### config.mk
export PLATFORM = sky130hd
export DESIGN_NAME = alu_arbiter
export DESIGN_NICKNAME = d
export VERILOG_FILES = /design/src/rtl/alu_pkg.sv /design/src/rtl/alu_arbiter_rr_arb2.sv /design/src/rtl/alu_arbiter.sv
export SDC_FILE = /design/constraint.sdc
export NUM_CORES = 1
export LEC_CHECK = 0
export CAP_MARGIN = 10
export CELL_PAD_IN_SITES_DETAIL_PLACEMENT = 2
export CELL_PAD_IN_SITES_GLOBAL_PLACEMENT = 2
export CORE_MARGIN = 10
export CORE_UTILIZATION = 21
export CTS_CLUSTER_SIZE = 40
export DETAILED_ROUTE_END_ITERATION = 16
export PLACE_DENSITY_LB_ADDON = 0.1
export SLEW_MARGIN = 30
export SYNTH_ARGS = -nofsm -noshare
export SYNTH_HDL_FRONTEND = slang
export SYNTH_HIERARCHICAL = 1
export SYNTH_SLANG_ARGS = --single-unit
### constraint.sdc
create_clock -name clk -period 2.15 [get_ports clk]
set_input_delay 0.215 -clock clk [delete_from_list [all_inputs] [get_ports clk]]
set_output_delay 0.215 -clock clk [all_outputs]
set_load 0.01 [all_outputs]
### src/rtl/alu_pkg.sv
// Shared definitions for the ALU arbiter: ALU select codes, FSM state
// encoding and small helper functions used by the arbiter top.
package alu_pkg;

    localparam int ALU_DATA_W = 32;
    localparam int ALU_SIG_W  = 4;

    // ALU select codes understood by the shared ALU
    localparam logic [3:0] ALU_ADD     = 4'd0;
    localparam logic [3:0] ALU_AND     = 4'd1;
    localparam logic [3:0] ALU_NOR     = 4'd2;
    localparam logic [3:0] ALU_OR      = 4'd3;
    localparam logic [3:0] ALU_SLT     = 4'd4;
    localparam logic [3:0] ALU_SLTU    = 4'd5;
    localparam logic [3:0] ALU_SLL     = 4'd6;
    localparam logic [3:0] ALU_SRL     = 4'd7;
    localparam logic [3:0] ALU_SUB     = 4'd8;
    localparam logic [3:0] ALU_SIG_MAX = ALU_SUB;

    typedef enum logic [1:0] {
        ST_IDLE = 2'd0,
        ST_EXEC = 2'd1,
        ST_RESP = 2'd2
    } state_t;

    // True when a select code is within the range the ALU implements.
    function automatic logic sig_legal(input logic [31:0] sig, input logic [31:0] max_sig);
        return (sig <= max_sig);
    endfunction

    // Expand a lane index into a one-hot lane mask.
    function automatic logic [1:0] lane_onehot(input logic lane);
        return lane ? 2'b10 : 2'b01;
    endfunction

endpackage

### src/rtl/alu_arbiter_rr_arb2.sv
// Two-lane round-robin picker. A lone requester always wins; when both
// lanes request, the lane named by ptr wins. Purely combinational.
module rr_arb2
    import alu_pkg::*;
(
    input  logic [1:0] valid,
    input  logic       ptr,
    output logic [1:0] grant
);

    // Pick the winning lane from the valid mask and the priority pointer
    always_comb begin
        grant = 2'b00;
        case (valid)
            2'b01:   grant = 2'b01;
            2'b10:   grant = 2'b10;
            2'b11:   grant = ptr ? 2'b10 : 2'b01;
            default: grant = 2'b00;
        endcase
    end

endmodule

### src/rtl/alu_arbiter.sv
// Shares one external ALU between two requesters (lane 0 = EX stage,
// lane 1 = address/branch-compare unit). Each accepted operation drives the
// ALU operand registers for one full cycle so the ALU can capture them on
// the mid-cycle negedge, then latches the ALU result and returns it on the
// owner's response lane. Illegal select codes bypass the ALU entirely and
// answer one cycle earlier with result 0, zf 1, err 1.
module alu_arbiter
    import alu_pkg::*;
#(
    parameter int DATA_W  = ALU_DATA_W,
    parameter int SIG_W   = ALU_SIG_W,
    parameter int MAX_SIG = 8
) (
    input  logic                clk,
    input  logic                rst_n,
    input  logic [1:0]          req_valid,
    output logic [1:0]          req_ready,
    input  logic [2*DATA_W-1:0] req_op1,
    input  logic [2*DATA_W-1:0] req_op2,
    input  logic [9:0]          req_shamt,
    input  logic [2*SIG_W-1:0]  req_sig,
    output logic [1:0]          rsp_valid,
    input  logic [1:0]          rsp_ready,
    output logic [DATA_W-1:0]   rsp_result,
    output logic                rsp_zf,
    output logic                rsp_err,
    output logic [DATA_W-1:0]   alu_op1,
    output logic [DATA_W-1:0]   alu_op2,
    output logic [4:0]          alu_shamt,
    output logic [SIG_W-1:0]    alu_sig,
    input  logic [DATA_W-1:0]   alu_result,
    input  logic                alu_zf
);

    state_t              state_r;
    logic                rr_ptr_r;
    logic                owner_r;
    logic [1:0]          rsp_valid_r;
    logic [DATA_W-1:0]   rsp_result_r;
    logic                rsp_zf_r;
    logic                rsp_err_r;
    logic [DATA_W-1:0]   alu_op1_r;
    logic [DATA_W-1:0]   alu_op2_r;
    logic [4:0]          alu_shamt_r;
    logic [SIG_W-1:0]    alu_sig_r;

    logic [1:0]          grant_s;
    logic                win_s;
    logic                win_legal_s;
    logic [DATA_W-1:0]   win_op1_s;
    logic [DATA_W-1:0]   win_op2_s;
    logic [4:0]          win_shamt_s;
    logic [SIG_W-1:0]    win_sig_s;

    rr_arb2 u_rr_arb2 (
        .valid (req_valid),
        .ptr   (rr_ptr_r),
        .grant (grant_s)
    );

    // Steer the winning lane's operands and decide whether its select is legal
    always_comb begin
        win_s       = grant_s[1];
        win_op1_s   = req_op1[DATA_W-1:0];
        win_op2_s   = req_op2[DATA_W-1:0];
        win_shamt_s = req_shamt[4:0];
        win_sig_s   = req_sig[SIG_W-1:0];
        if (win_s) begin
            win_op1_s   = req_op1[2*DATA_W-1:DATA_W];
            win_op2_s   = req_op2[2*DATA_W-1:DATA_W];
            win_shamt_s = req_shamt[9:5];
            win_sig_s   = req_sig[2*SIG_W-1:SIG_W];
        end else begin
            win_op1_s   = req_op1[DATA_W-1:0];
            win_op2_s   = req_op2[DATA_W-1:0];
            win_shamt_s = req_shamt[4:0];
            win_sig_s   = req_sig[SIG_W-1:0];
        end
        win_legal_s = sig_legal(32'(win_sig_s), 32'(MAX_SIG));
    end

    // Accept is offered only while idle, and only to the arbitration winner
    always_comb begin
        req_ready = 2'b00;
        if (state_r == ST_IDLE) begin
            req_ready = grant_s;
        end else begin
            req_ready = 2'b00;
        end
    end

    // Sequencing FSM: grant, hold operands across the ALU capture, respond
    always_ff @(posedge clk or negedge rst_n) begin
        if (!rst_n) begin
            state_r      <= ST_IDLE;
            rr_ptr_r     <= 1'b0;
            owner_r      <= 1'b0;
            rsp_valid_r  <= 2'b00;
            rsp_result_r <= '0;
            rsp_zf_r     <= 1'b0;
            rsp_err_r    <= 1'b0;
            alu_op1_r    <= '0;
            alu_op2_r    <= '0;
            alu_shamt_r  <= 5'd0;
            alu_sig_r    <= '0;
        end else begin
            case (state_r)
                ST_IDLE: begin
                    if (grant_s != 2'b00) begin
                        owner_r  <= win_s;
                        rr_ptr_r <= ~win_s;
                        if (win_legal_s) begin
                            // ALU operands change only on a legal issue
                            alu_op1_r   <= win_op1_s;
                            alu_op2_r   <= win_op2_s;
                            alu_shamt_r <= win_shamt_s;
                            alu_sig_r   <= win_sig_s;
                            state_r     <= ST_EXEC;
                        end else begin
                            rsp_result_r <= '0;
                            rsp_zf_r     <= 1'b1;
                            rsp_err_r    <= 1'b1;
                            rsp_valid_r  <= lane_onehot(win_s);
                            state_r      <= ST_RESP;
                        end
                    end else begin
                        state_r <= ST_IDLE;
                    end
                end
                ST_EXEC: begin
                    // ALU sampled the held operands on the preceding negedge
                    rsp_result_r <= alu_result;
                    rsp_zf_r     <= alu_zf;
                    rsp_err_r    <= 1'b0;
                    rsp_valid_r  <= lane_onehot(owner_r);
                    state_r      <= ST_RESP;
                end
                ST_RESP: begin
                    if (rsp_ready[owner_r]) begin
                        rsp_valid_r <= 2'b00;
                        state_r     <= ST_IDLE;
                    end else begin
                        state_r <= ST_RESP;
                    end
                end
                default: begin
                    rsp_valid_r <= 2'b00;
                    state_r     <= ST_IDLE;
                end
            endcase
        end
    end

    assign rsp_valid  = rsp_valid_r;
    assign rsp_result = rsp_result_r;
    assign rsp_zf     = rsp_zf_r;
    assign rsp_err    = rsp_err_r;
    assign alu_op1    = alu_op1_r;
    assign alu_op2    = alu_op2_r;
    assign alu_shamt  = alu_shamt_r;
    assign alu_sig    = alu_sig_r;

endmodule

==> summary.txt <==
Timing
  • Final period util: 93.3%
  • Slew margin rel.: 56.7%
  • Final setup TNS: 0 ns
  • Period minus WS final: 2.01 ns
  • Slew Viols, Final: 0
  • Hold Vio Cnt, Final: 0
  • Final setup fails: 0
  • Clock skew: 0.0134 ns
  • RSZ-0062 raised after global routing: false
  • Fin worst setup slack: 0.144 ns
  • Maximum clock frequency: 0.499 GHz
  • Worst Max-Slew Pin Slew: 0.649 ns

Worst setup path
  • WP data arrival: 2.29 ns
  • Worst R2R End: rsp_valid[1]
  • Setup crit start kind: register
  • Critical Path, Cell by Cell: inv_1 -> a21boi_4 -> buf_4 -> nor4b_4 -> or3_4 -> o31ai_4 -> mux2_2
  • Cells on worst reg2reg path: 7
  • Req. time, crit path: 2.44 ns
  • RR Startpoint: rr_ptr_r
  • Max incr delay on CP: 0.43 ns
  • Slowest-stage cell, CP: or3_4
  • R2r setup slk: 0.14 ns
  • WS Path Type: reg2reg
  • Crit-path max FO: 7
  • CP endpoint kind: register

Yosys
  • Largest family of logic cells by synthesized area: multiplexers
  • Synth Area in XOR/XNOR: 0%
  • Area share of and/or/nand/nor cells after synthesis: 12.8%
  • Syn nets: 688
  • Unique masters post-synth: 31
  • Post-synthesis mux area share: 15.1%
  • Mean Syn Cell Area: 10.2 um^2
  • Adder-cell share of the synthesized area: 0%
  • Main flop type after synthesis: dfrtp_1
  • Syn Std Cell Area: 0.00511 mm^2
  • Async S/R FF share, synth: 100%
  • Number of synthesized register bits: 113
  • Mapped Cells: 503
  • YS warnings: 6
  • Post-synth EDFFs: 0
  • Fraction of the mapped netlist area in compound gates: 12.5%
  • Register area share after synthesis: 55.3%

Die
  • FP Rows: 57
  • Core ar.: 0.0241 mm^2
  • Die area: 0.0310 mm^2
  • IO Count: 296
  • Initial core utilization: 21.2%
  • Die Height: 176 um
  • Die width: 176 um

Clock network
  • Sink Count: 113
  • Reg clk slew, reported paths: 0.06 ns
  • CTS max path bufs: 2
  • Worst-skew pair later-pin latency: 0.42 ns
  • CTS tree: done
  • CTS buffer count: 17
  • H-tree depth: 4
  • Root Driver: clkbuf_16

Routing
  • Via/cell ratio: 4.19
  • 1st-iter DRT viols: 205
  • Vias: 4,796
  • Antenna-violating nets left: 0
  • Residual DRC count: 0
  • Total routed wirelength: 21,700 um
  • Routed wire per std cell: 19.0 um
  • DRT Pass-1 Iters: 4

Global route
  • Met1 Track Usage GR: 14.6%
  • All-layer global routing usage: 14.0%
  • GR peak layer: met2
  • Vias in the first global route: 5,696
  • Pin count of the biggest net entering global routing: 114
  • First-pass GRT wire length: 33,800 um
  • GR Overflow Total: 0
  • Met3 Track Usage GR: 7.56%
  • Initial antenna violation count: 0
  • GRT met2 Usage: 24.3%

Cells and area
  • Antenna cell count: 0
  • Fraction of layout instances using a drive strength above 1: 8.29%
  • Final core occ: 38.2%
  • Nets: 992
  • Fin area: 0.00920 mm^2
  • Fillers: 2,643
  • P&R area growth vs syn: 79.8%

Outcome
  • Status: finished clean

Power
  • Pwr dens: 1280 mW/mm^2
  • P_leak: 3.91 nW
  • VDD IR max: 0.356 mV

Placement
  • IO buf count: 295
  • Setup slack at placement: -0.130 ns
  • Post-DP HPWL: 17,300 um
  • Placed cell areas: 0.00859 mm^2
  • RePlAce Congestion: 0.730

Min path
  • Type of the most critical hold path: in2reg
  • Hold wc startpoint: alu_result[4]
  • Hold depth: 3
  • WHS Endpoint: rsp_result[4]

Flow run
  • Max Cap Viol: 0
-- stage by stage --
step / std cells / hold slack [ns] / power [mW]
global placement: 1110 / 0.362 / 8.92
finish: 1144 / 0.347 / 11.7
global route: 1144 / 0.348 / 12.7
detailed placement: 1110 / 0.370 / 9.15
CTS: 1144 / 0.325 / 12.0
floorplan: 503 / -0.0806 / 5.74
-- placed cells by master (no fill, tap or decap), types with 2 or more instances in the layout --
cell type,instances
buf_12,10
buf_4,17
bufinv_16,2
clkbuf_1,2
clkbuf_16,17
clkdlybuf4s50_1,292
clkinv_4,3
clkinvlp_4,6
dfrtp_1,113
inv_1,5
mux2_2,2
mux2i_1,75
nand2_1,138
nand2b_1,3
nor2_1,7
o21ai_0,86
o21ai_1,20
-- Yosys cell counts (2+ instances only) --
cell	count	area [um^2]
o21ai_0	86	430
clkbuf_1	17	63.8
dfrtp_1	113	2830
nor2_1	7	26.3
nand2_1	138	518
inv_1	5	18.8
mux2i_1	75	751
buf_4	8	60.1
o21ai_1	20	100
mux2_2	2	22.5
buf_6	3	33.8
buf_2	8	40.0
nand2b_1	3	18.8
-- worst max-delay path, delay by kind of cell, from the launching register on --
kind,cells,cell delay [ns]
muxes,1,0.36
and+or+nand+nor,2,0.58
AOI/OAI and AO/OA,2,0.27
DFF,1,0.40
buffers and inverters,2,0.28
-- what timing repair did --
| item | CTS | global route |
|---|---|---|
| pin swaps | 1 | 0 |
| buffers inserted | 1 | 0 |
| endpoints found under the hold margin | 113 | 0 |
| setup endpoints to repair | 2 | 1 |
| gates resized for setup | 2 | 1 |
| hold buffers | 1 | 0 |
-- how the worst max path moves through the flow --
| stage | cells after the start | end | slack [ns] | start |
|---|---|---|---|---|
| CTS | 4 | req_ready[0] | 0.06 | state_r[0] |
| detailed placement | 6 | rsp_valid[1] | -0.13 | req_valid[1] |
| floorplan | 7 | rsp_valid[1] | 0.30 | rr_ptr_r |
| global route | 9 | alu_op1[21] | 0.05 | rr_ptr_r |
| finish | 7 | rsp_valid[1] | 0.14 | rr_ptr_r |
| global placement | 6 | rsp_valid[1] | -0.08 | req_valid[1] |
-- final cells by class --
| type | count | area (um^2) | area share, % |
|---|---|---|---|
| timing repair buffer | 322 | 3280 | 35.7 |
| multi-input combinational | 348 | 2080 | 22.6 |
| sequential | 113 | 2830 | 30.7 |
| inverter | 5 | 18.8 | 0.204 |
| clock buffer | 20 | 447 | 4.86 |
| clock inverter | 12 | 136 | 1.48 |
| tap | 324 | 405 | 4.41 |
-- power by group --
part           leakage, nW  switching [mW]  total [mW]  internal [mW]
clock network        0.264            1.04        2.78           1.74
logic                 2.21            2.44        5.27           2.83
registers             1.43           0.554        3.68           3.12
total                 3.91            4.04        11.7           7.69
-- logic make-up after synthesis --
logic type | after synthesis
compound gates | 116
mux | 77
simple gates | 155
flops | 113
buf+inv | 42
-- state kept, by name (all words and copies together), names as in the netlist --
name        cells
state_r         2
rsp_err         1
alu_sig         4
rsp_zf          1
alu_op1        32
owner_r         1
alu_op2        32
rsp_result     32
alu_shamt       5
rr_ptr_r        1
rsp_valid       2
-- routing by layer --
layer	vias up	share of wire (%)	wire, um
met5	-	0	0
met2	171	51	11100
met1	2302	38	8210
met3	12	10	2250
met4	0	0.65	140
li1	2311	-	-
(Power assumes the default switching activity.)
